$ cat src/rtl/iitb_pipe_pkg.sv
// Shared types and constants for the IITB RISC pipeline.
// Operand-select codes and the in-flight destination tracker entry.
package iitb_pipe_pkg;

  localparam int REG_W = 3;

  localparam logic [REG_W-1:0] PC_REG = 3'd7;

  localparam logic [1:0] FWD_RF  = 2'd0;
  localparam logic [1:0] FWD_EX  = 2'd1;
  localparam logic [1:0] FWD_MEM = 2'd2;
  localparam logic [1:0] FWD_WB  = 2'd3;

  typedef struct packed {
    logic             valid;
    logic [REG_W-1:0] dest;
    logic             wr_en;
    logic             is_load;
  } trk_entry_t;

  localparam trk_entry_t TRK_BUBBLE = '0;

endpackage

$ cat src/rtl/fwd_match.sv
// Priority compare of one RR source against the EX/MEM/WB tracker.
// Youngest matching stage wins; the PC alias is never forwarded.
module fwd_match
  import iitb_pipe_pkg::*;
#(
  parameter logic [REG_W-1:0] PC_ADDR = PC_REG
) (
  input  logic [REG_W-1:0] i_src,
  input  logic             i_use,
  input  trk_entry_t       i_ex,
  input  trk_entry_t       i_mem,
  input  trk_entry_t       i_wb,
  output logic [1:0]       o_sel,
  output logic             o_load_hit
);

  logic       w_src_ok;
  logic [2:0] w_hit;
  logic [1:0] w_sel;
  logic       w_ld;

  assign w_src_ok = i_use & (i_src != PC_ADDR);

  assign w_hit[0] = w_src_ok & i_ex.valid
                  & i_ex.wr_en
                  & (i_ex.dest == i_src);
  assign w_hit[1] = w_src_ok & i_mem.valid
                  & i_mem.wr_en
                  & (i_mem.dest == i_src);
  assign w_hit[2] = w_src_ok & i_wb.valid
                  & i_wb.wr_en
                  & (i_wb.dest == i_src);

  always_comb begin
    w_sel = FWD_RF;
    w_ld  = 1'b0;
    priority case (1'b1)
      w_hit[0]: begin
        w_sel = FWD_EX;
        w_ld  = i_ex.is_load;
      end
      w_hit[1]: begin
        w_sel = FWD_MEM;
        w_ld  = i_mem.is_load;
      end
      w_hit[2]: begin
        w_sel = FWD_WB;
        w_ld  = i_wb.is_load;
      end
      default: begin
        w_sel = FWD_RF;
        w_ld  = 1'b0;
      end
    endcase
  end

  // Only a load still in EX has no result yet.
  assign o_sel      = w_sel;
  assign o_load_hit = (w_sel == FWD_EX) & w_ld;

endmodule

$ cat src/rtl/fwd_hazard_unit.sv
// RR-stage operand forwarding and load-use stall controller.
// Tracks EX/MEM/WB destinations and counts stall cycles.
module fwd_hazard_unit #(
  parameter int                    REG_ADDR_W = 3,
  parameter logic [REG_ADDR_W-1:0] PC_REG     = 3'd7,
  parameter int                    CNT_W      = 16
) (
  input  logic                  clk,
  input  logic                  rst,
  input  logic                  rr_valid,
  input  logic [REG_ADDR_W-1:0] rr_src_a,
  input  logic [REG_ADDR_W-1:0] rr_src_b,
  input  logic                  rr_use_a,
  input  logic                  rr_use_b,
  input  logic [REG_ADDR_W-1:0] rr_dest,
  input  logic                  rr_wr_en,
  input  logic                  rr_is_load,
  input  logic                  flush,
  output logic [1:0]            fwd_sel_a,
  output logic [1:0]            fwd_sel_b,
  output logic                  stall,
  output logic [CNT_W-1:0]      stall_cnt
);

  import iitb_pipe_pkg::*;

  trk_entry_t       r_ex;
  trk_entry_t       r_mem;
  trk_entry_t       r_wb;
  trk_entry_t       w_new;
  logic [CNT_W-1:0] r_cnt;

  logic [1:0] w_sel_a;
  logic [1:0] w_sel_b;
  logic       w_ld_a;
  logic       w_ld_b;
  logic       w_stall;
  logic       w_issue;

  fwd_match #(
    .PC_ADDR (PC_REG)
  ) u_match_a (
    .i_src      (rr_src_a),
    .i_use      (rr_use_a),
    .i_ex       (r_ex),
    .i_mem      (r_mem),
    .i_wb       (r_wb),
    .o_sel      (w_sel_a),
    .o_load_hit (w_ld_a)
  );

  fwd_match #(
    .PC_ADDR (PC_REG)
  ) u_match_b (
    .i_src      (rr_src_b),
    .i_use      (rr_use_b),
    .i_ex       (r_ex),
    .i_mem      (r_mem),
    .i_wb       (r_wb),
    .o_sel      (w_sel_b),
    .o_load_hit (w_ld_b)
  );

  assign w_stall = rr_valid & ~flush
                 & (w_ld_a | w_ld_b);
  assign w_issue = rr_valid & ~w_stall
                 & ~flush;

  // A stalled operand has no usable source yet.
  assign fwd_sel_a = (w_stall & w_ld_a)
                   ? FWD_RF : w_sel_a;
  assign fwd_sel_b = (w_stall & w_ld_b)
                   ? FWD_RF : w_sel_b;
  assign stall     = w_stall;
  assign stall_cnt = r_cnt;

  always_comb begin
    w_new = TRK_BUBBLE;
    if (w_issue) begin
      w_new.valid   = 1'b1;
      w_new.dest    = rr_dest;
      w_new.wr_en   = rr_wr_en;
      w_new.is_load = rr_is_load;
    end
  end

  always_ff @(posedge clk) begin
    if (rst) begin
      r_ex  <= TRK_BUBBLE;
      r_mem <= TRK_BUBBLE;
      r_wb  <= TRK_BUBBLE;
    end else begin
      r_wb  <= r_mem;
      r_mem <= r_ex;
      r_ex  <= w_new;
    end
  end

  always_ff @(posedge clk) begin
    if (rst) begin
      r_cnt <= '0;
    end else if (w_stall && (r_cnt != '1)) begin
      r_cnt <= r_cnt + 1'b1;
    end
  end

endmodule

$ cat config.mk
export PLATFORM = sky130hd
export DESIGN_NAME = fwd_hazard_unit
export DESIGN_NICKNAME = d
export VERILOG_FILES = /design/src/rtl/iitb_pipe_pkg.sv /design/src/rtl/fwd_match.sv /design/src/rtl/fwd_hazard_unit.sv
export SDC_FILE = /design/constraint.sdc
export NUM_CORES = 1
export LEC_CHECK = 0
export BUFFER_PORTS_ARGS = -buffer_cell sky130_fd_sc_hd__buf_2
export CORE_ASPECT_RATIO = 0.7
export CORE_MARGIN = 2
export CORE_UTILIZATION = 53
export DETAILED_ROUTE_END_ITERATION = 10
export PLACE_DENSITY = 0.79
export SETUP_SLACK_MARGIN = 0.1
export SKIP_CTS_REPAIR_TIMING = 1
export SYNTH_ARGS = -nofsm -noshare
export SYNTH_HDL_FRONTEND = slang
export SYNTH_SLANG_ARGS = --single-unit
$ cat constraint.sdc
create_clock -name clk -period 2.5 [get_ports clk]
set_clock_uncertainty 0.2 [all_clocks]
set_input_delay 0.375 -clock clk [delete_from_list [all_inputs] [get_ports clk]]
set_output_delay 0.375 -clock clk [all_outputs]
set_load 0.03 [all_outputs]
# ---- Word-level counts from Yosys, hierarchy flattened
# Cells that the tools add are included.
dict set report classes {
  addsub 1
  n_eq_ne 11
  mux 15
  n_bitwise 32
  reduce_logical 2
}
# operator n
set ops {}
lappend ops {{1-bit bitwise AND} 28}
lappend ops {{3-bit equality test} 6}
lappend ops {{16-bit by 1-bit adder with 16-bit output, second input constant} 1}
lappend ops {{2-bit two-way mux} 8}
lappend ops {{16-bit inequality test, second input constant} 1}
lappend ops {{1-bit two-way mux} 6}
lappend ops {{6-bit two-way mux} 1}
lappend ops {{3-bit inequality test, second input constant} 2}
lappend ops {{2-bit by 1-bit equality test with 1-bit output, second input constant} 2}
lappend ops {{1-bit inverter} 3}
lappend ops {{2-bit OR reduction} 1}
lappend ops {{1-bit logical AND} 1}
lappend ops {{1-bit bitwise OR} 1}
dict set report totals {
  register_bits 34
}

# ---- Logic depth before layout (Yosys ltp)
dict set report logic_depth {
  word_depth 17
  ltp_mapped 8
}

# ---- By module
# A second synthesis with hierarchy kept.
dict set report hier_totals {
  hier_cells 186
  area_unflattened_um2 1760.4
}
# module instances cells_per_inst area_each_um2 seq_area_each_um2
set modules_own_cells {}
lappend modules_own_cells {fwd_hazard_unit 1 144 1440.1 680.7}
lappend modules_own_cells {fwd_match 2 21 160.2 0.0}

# ---- Worst setup path before layout
# No wires, ideal clock.
dict set report synth_timing {
  path_type {input-to-output}
  start {in rr_src_b[1]}
  end {out fwd_sel_b[0]}
  t_arrival_ns 1.707
  required_ns 1.925
  setup_slack_ns 0.218
  stages 5
  path_buffers 0
  path_cell_list {xnor2_1 > nand2_1 > or4_1 > nand2b_1 > mux2i_1}
}
dict set report synth_between {
  elab_chain_len 14
  elab_cells_between_ends 26
  classes_between {5 x eq/ne; 7 x mux; 14 x bitwise}
}
# element line_no
set synth_lines {}
lappend synth_lines {{start: declaration} fwd_hazard_unit.sv:12} ;# input logic [REG_ADDR_W-1:0] rr_src_b,
lappend synth_lines {{3-bit inequality test} fwd_match.sv:22} ;# assign w_src_ok = i_use & (i_src != PC_ADDR);
lappend synth_lines {{1-bit bitwise AND} fwd_match.sv:22}
lappend synth_lines {{1-bit bitwise AND} fwd_match.sv:30} ;# assign w_hit[2] = w_src_ok & i_wb.valid
lappend synth_lines {{1-bit bitwise AND} fwd_match.sv:31} ;# & i_wb.wr_en
lappend synth_lines {{1-bit bitwise AND} fwd_match.sv:32} ;# & (i_wb.dest == i_src);
lappend synth_lines {{2-bit two-way mux (3 in a row)} fwd_match.sv:37} ;# priority case (1'b1)
lappend synth_lines {{2-bit by 1-bit equality test with 1-bit output} fwd_match.sv:59} ;# assign o_load_hit = (w_sel == FWD_EX) & w_ld;
lappend synth_lines {{1-bit bitwise AND} fwd_match.sv:59}
lappend synth_lines {{1-bit bitwise OR} fwd_hazard_unit.sv:65} ;# & (w_ld_a | w_ld_b);
lappend synth_lines {{1-bit bitwise AND} fwd_hazard_unit.sv:65}
lappend synth_lines {{1-bit bitwise AND} fwd_hazard_unit.sv:72} ;# assign fwd_sel_b = (w_stall & w_ld_b)
lappend synth_lines {{2-bit two-way mux (*)} fwd_hazard_unit.sv:73} ;# ? FWD_RF : w_sel_b;
lappend synth_lines {{end: declaration} fwd_hazard_unit.sv:20} ;# output logic [1:0] fwd_sel_b,
# Every way passes the cells marked *; elsewhere a longest branch is shown, timed or not.

# ---- Final worst setup path
dict set report layout_timing {
  start {reg r_ex[3] in the netlist's numbering}
  end {out fwd_sel_a[0]}
}
dict set report layout_between {
  elab_chain_len 9
  elab_cells_between_ends 16
  classes_between {4 x eq/ne; 5 x mux; 7 x bitwise}
}
# element line_no
set layout_lines {}
lappend layout_lines {{start: declaration} fwd_hazard_unit.sv:27} ;# trk_entry_t r_ex;
lappend layout_lines {{start signal: assignment} fwd_hazard_unit.sv:95} ;# r_ex <= w_new;
lappend layout_lines {{3-bit equality test} fwd_match.sv:26} ;# & (i_ex.dest == i_src);
lappend layout_lines {{1-bit bitwise AND} fwd_match.sv:26}
lappend layout_lines {{2-bit two-way mux} fwd_match.sv:37}
lappend layout_lines {{2-bit by 1-bit equality test with 1-bit output} fwd_match.sv:59}
lappend layout_lines {{1-bit bitwise AND} fwd_match.sv:59}
lappend layout_lines {{1-bit bitwise OR} fwd_hazard_unit.sv:65}
lappend layout_lines {{1-bit bitwise AND} fwd_hazard_unit.sv:65}
lappend layout_lines {{1-bit bitwise AND} fwd_hazard_unit.sv:70} ;# assign fwd_sel_a = (w_stall & w_ld_a)
lappend layout_lines {{2-bit two-way mux (*)} fwd_hazard_unit.sv:71} ;# ? FWD_RF : w_sel_a;
lappend layout_lines {{end: declaration} fwd_hazard_unit.sv:19} ;# output logic [1:0] fwd_sel_a,
# Marks and branches as above.

==> results_dict.tcl <==
set metrics [dict create \
    min_path_type "input port to flop" \
    yosys-top-cells-count "32 x dfxtp_1, 13 x nor2b_1, 10 x a21oi_1, 10 x nand2_1, 10 x xnor2_1" \
    wl_per_cell_um 17.25 \
    clkSinkCount 32 \
    vdd_drop_max_mv 0.3728 \
    synth.most_common_cell "dfxtp_1" \
    gr-usage-all-layers_pct 23.97 \
    synth.area.top_cells "dfxtp_1 40%, xnor2_1 5.4%, nor2b_1 5.0%, xor2_1 4.9%, a21oi_1 3.1%" \
    synth.cell_area_um2 1620 \
    rr_startpoint "r_ex[3]" \
    die_width_um 70.09 \
    layout-drive-gt1-share_pct 36.49 \
    yosys.area.top_type_share_pct 39.54 \
    switching_share_pct 26.09 \
    ff2ff_setup_slack_ns 0.32 \
    power_density_nw_per_um2 491.4 \
    r2r-end "stall_cnt[9]" \
    synthFlopType "dfxtp_1" \
    startpoint "r_ex[3]" \
    cts_buffer_depth 2 \
    pwr-share-seq_pct 51.6 \
    required_ns 1.92 \
    place_ws_ns 0.1835 \
    ys_types 45 \
    critPathMaxFanout 3 \
    diodes 0 \
    fillCellCount 216 \
    clockRootBuffer "clkbuf_8" \
    rsz0062_at_grt "yes" \
    outcome "finished, final reports clean" \
    rr_worst_depth 7 \
    final_nets 239 \
    grt_pass1_vias 1387 \
    fmax_ghz 0.4227 \
    portBuffers 37 \
    viasPerCell 5.946 \
    hold_viol 0 \
    die_h_um 50.26 \
    critPathKind "flop to output port" \
    vias 1534 \
    drc 0 \
    firstDrtPassIters 4 \
    die_area_um2 3522 \
    ys_ff_latch 32 \
    ys_warn_count 0 \
    synth_edf_count 0 \
    async_reset_ff_share_pct 0 \
    core_um2 2863 \
    drtAntennaViolNets 0 \
    clkSlewWorstSetupHoldPaths_ns 0.07 \
    cts_made_buffers 5 \
    grt_first_pass_wirelength_um 6486 \
    p_comb_share_pct 7.5 \
    dp_hpwl_um 2972 \
    worst_setup_path_start_kind "flop" \
    fin_crit_ns 2.366 \
    hold-path-cell-count 2 \
    worstSetupEndpointType "output port" \
    leakage_nw 0.8682 \
    final-max-slew-violation-count 0 \
    yosys.area.top_type "dfxtp_1" \
    p_int_mw 0.7425 \
    grt_start_max_net_pins 19 \
    ios 38 \
    cts_max_level 2 \
    rows 16 \
    antenna_found_initial 0 \
    worstHoldEndpoint "r_ex[4]" \
    max-cap-violations 0 \
    synth-seq-area-share_pct 39.54 \
    arrival_ns 1.79 \
    slew_headroom_pct 69.26 \
    totalWireLength_um 4450 \
    setup_viol 0 \
    start_util_pct 56.60 \
    fin_tns_setup_ns 0 \
    drt-initial-drc-count 143 \
    place.gp.congestion 1.015 \
    pwr-share-clk_pct 40.9 \
    switching_power_mw 0.2621 \
    cts_tree "built" \
    tightest_slew_ns 0.4593 \
    final_area_um2 2044 \
    synth_cells 174 \
    syn_area_per_cell_um2 9.312 \
    synth_nets 192 \
    placed_area_um2 1843 \
    hp-start "rr_dest[2]" \
    area_delta_synth_final_pct 26.18 \
    grt_overflow_total 0 \
    layout_setup_ws_ns 0.1343 \
    clock_latency_ns 0.29 \
    finalCritPeriodShare_pct 94.63 \
]
[placed cells by master, fill, tap and decap left out, types with 2 or more instances in the layout]
master / synthesis / layout
buf_2: 0 / 35
dfxtp_1: 32 / 27
nor2b_1: 13 / 13
a21oi_1: 10 / 10
buf_4: 1 / 10
xor2_1: 9 / 9
nand3_1: 9 / 9
nor2_1: 9 / 9
nand2_1: 10 / 8
xnor2_2: 0 / 5
xnor2_1: 10 / 5
nand4_1: 5 / 5
o21ai_0: 5 / 5
and2_1: 5 / 5
clkbuf_8: 0 / 5
nor3_1: 4 / 4
o21a_1: 5 / 4
nand2_2: 1 / 3
mux2i_1: 3 / 3
inv_1: 3 / 3
and3_1: 3 / 3
a31oi_1: 3 / 3
or3_2: 3 / 3
dfxtp_2: 0 / 3
and3b_1: 2 / 2
mux2_2: 2 / 2
clkinvlp_4: 0 / 2
dfxtp_4: 0 / 2
[critical path, stage by stage, from the launching register on]
cell,delay [ns]
dfxtp_4,0.37
xnor2_2,0.14
nand2_2,0.08
nor4b_4,0.36
buf_4,0.19
mux2i_1,0.18
buf_4,0.18
[worst max path at each step]
stage               slack [ns]            to  cells past startpoint
floorplan                 0.22  fwd_sel_b[0]                      5
global placement          0.22  fwd_sel_b[0]                      7
detailed placement        0.18  fwd_sel_b[0]                      7
CTS                       0.05  fwd_sel_b[0]                      6
global route              0.03  fwd_sel_a[0]                      6
finish                    0.13  fwd_sel_a[0]                      6
[kinds of logic (layout without fill, tap and decap cells)]
kind of cell               after synthesis  in the layout  synth area share (%)
AOI/OAI and AO/OA                       31             31                 13.67
muxes                                    6              6                 3.938
and+or+nand+nor                         77             77                 29.27
xor gates and xnor gates                19             19                 10.27
buffers and inverters                    8             56                 2.548
DFF                                     32             32                 39.54
adders and majority gates                1              1                0.7721
[power by group through the flow]
stage / sequential, mW / combinational [mW] / clock, mW
6_report: 0.518 / 0.0756 / 0.411
5_1_grt: 0.519 / 0.0803 / 0.432
4_1_cts: 0.519 / 0.0654 / 0.417
3_5_place_dp: 0.531 / 0.0650 / 0
3_3_place_gp: 0.531 / 0.0622 / 0
2_1_floorplan: 0.529 / 0.0373 / 0
[through the flow]
| stage | utilization [%] | total power [mW] | hold slack, ns | std cells |
|---|---|---|---|---|
| 2_1_floorplan | - | 0.5666 | 0.2379 | 174 |
| 6_report | 71.42 | 1.005 | 0.07676 | 258 |
| 4_1_cts | 67.61 | 1.002 | 0.07091 | 253 |
| 3_5_place_dp | 64.38 | 0.5961 | 0.2604 | 245 |
| 3_3_place_gp | 64.38 | 0.5930 | 0.2432 | 245 |
| 5_1_grt | 71.42 | 1.031 | 0.08012 | 258 |
[layer usage]
layer	wire (um)	GRT usage, %	vias to the layer above
met4	113	11.86	0
li1	-	-	715
met1	1857	30.25	718
met3	418	6.426	16
met5	0	0	-
met2	2061	38.25	85
[state kept, by name (all words and copies together) (netlist names)]
name       flops
stall_cnt     16
r_ex           6
r_mem          5
r_wb           5
[cell type report]
class                      instances  area [um2]  area share (%)
clock buffer                       5       68.82           3.366
inverter                           3       11.26          0.5508
sequential                        32       651.9           31.88
tap                               36       45.04           2.203
clock inverter                     3       23.77           1.163
multi-input combinational        134       993.5           48.59
timing repair buffer              45       250.2           12.24
Note: power is estimated with default switching activity, not from simulation.
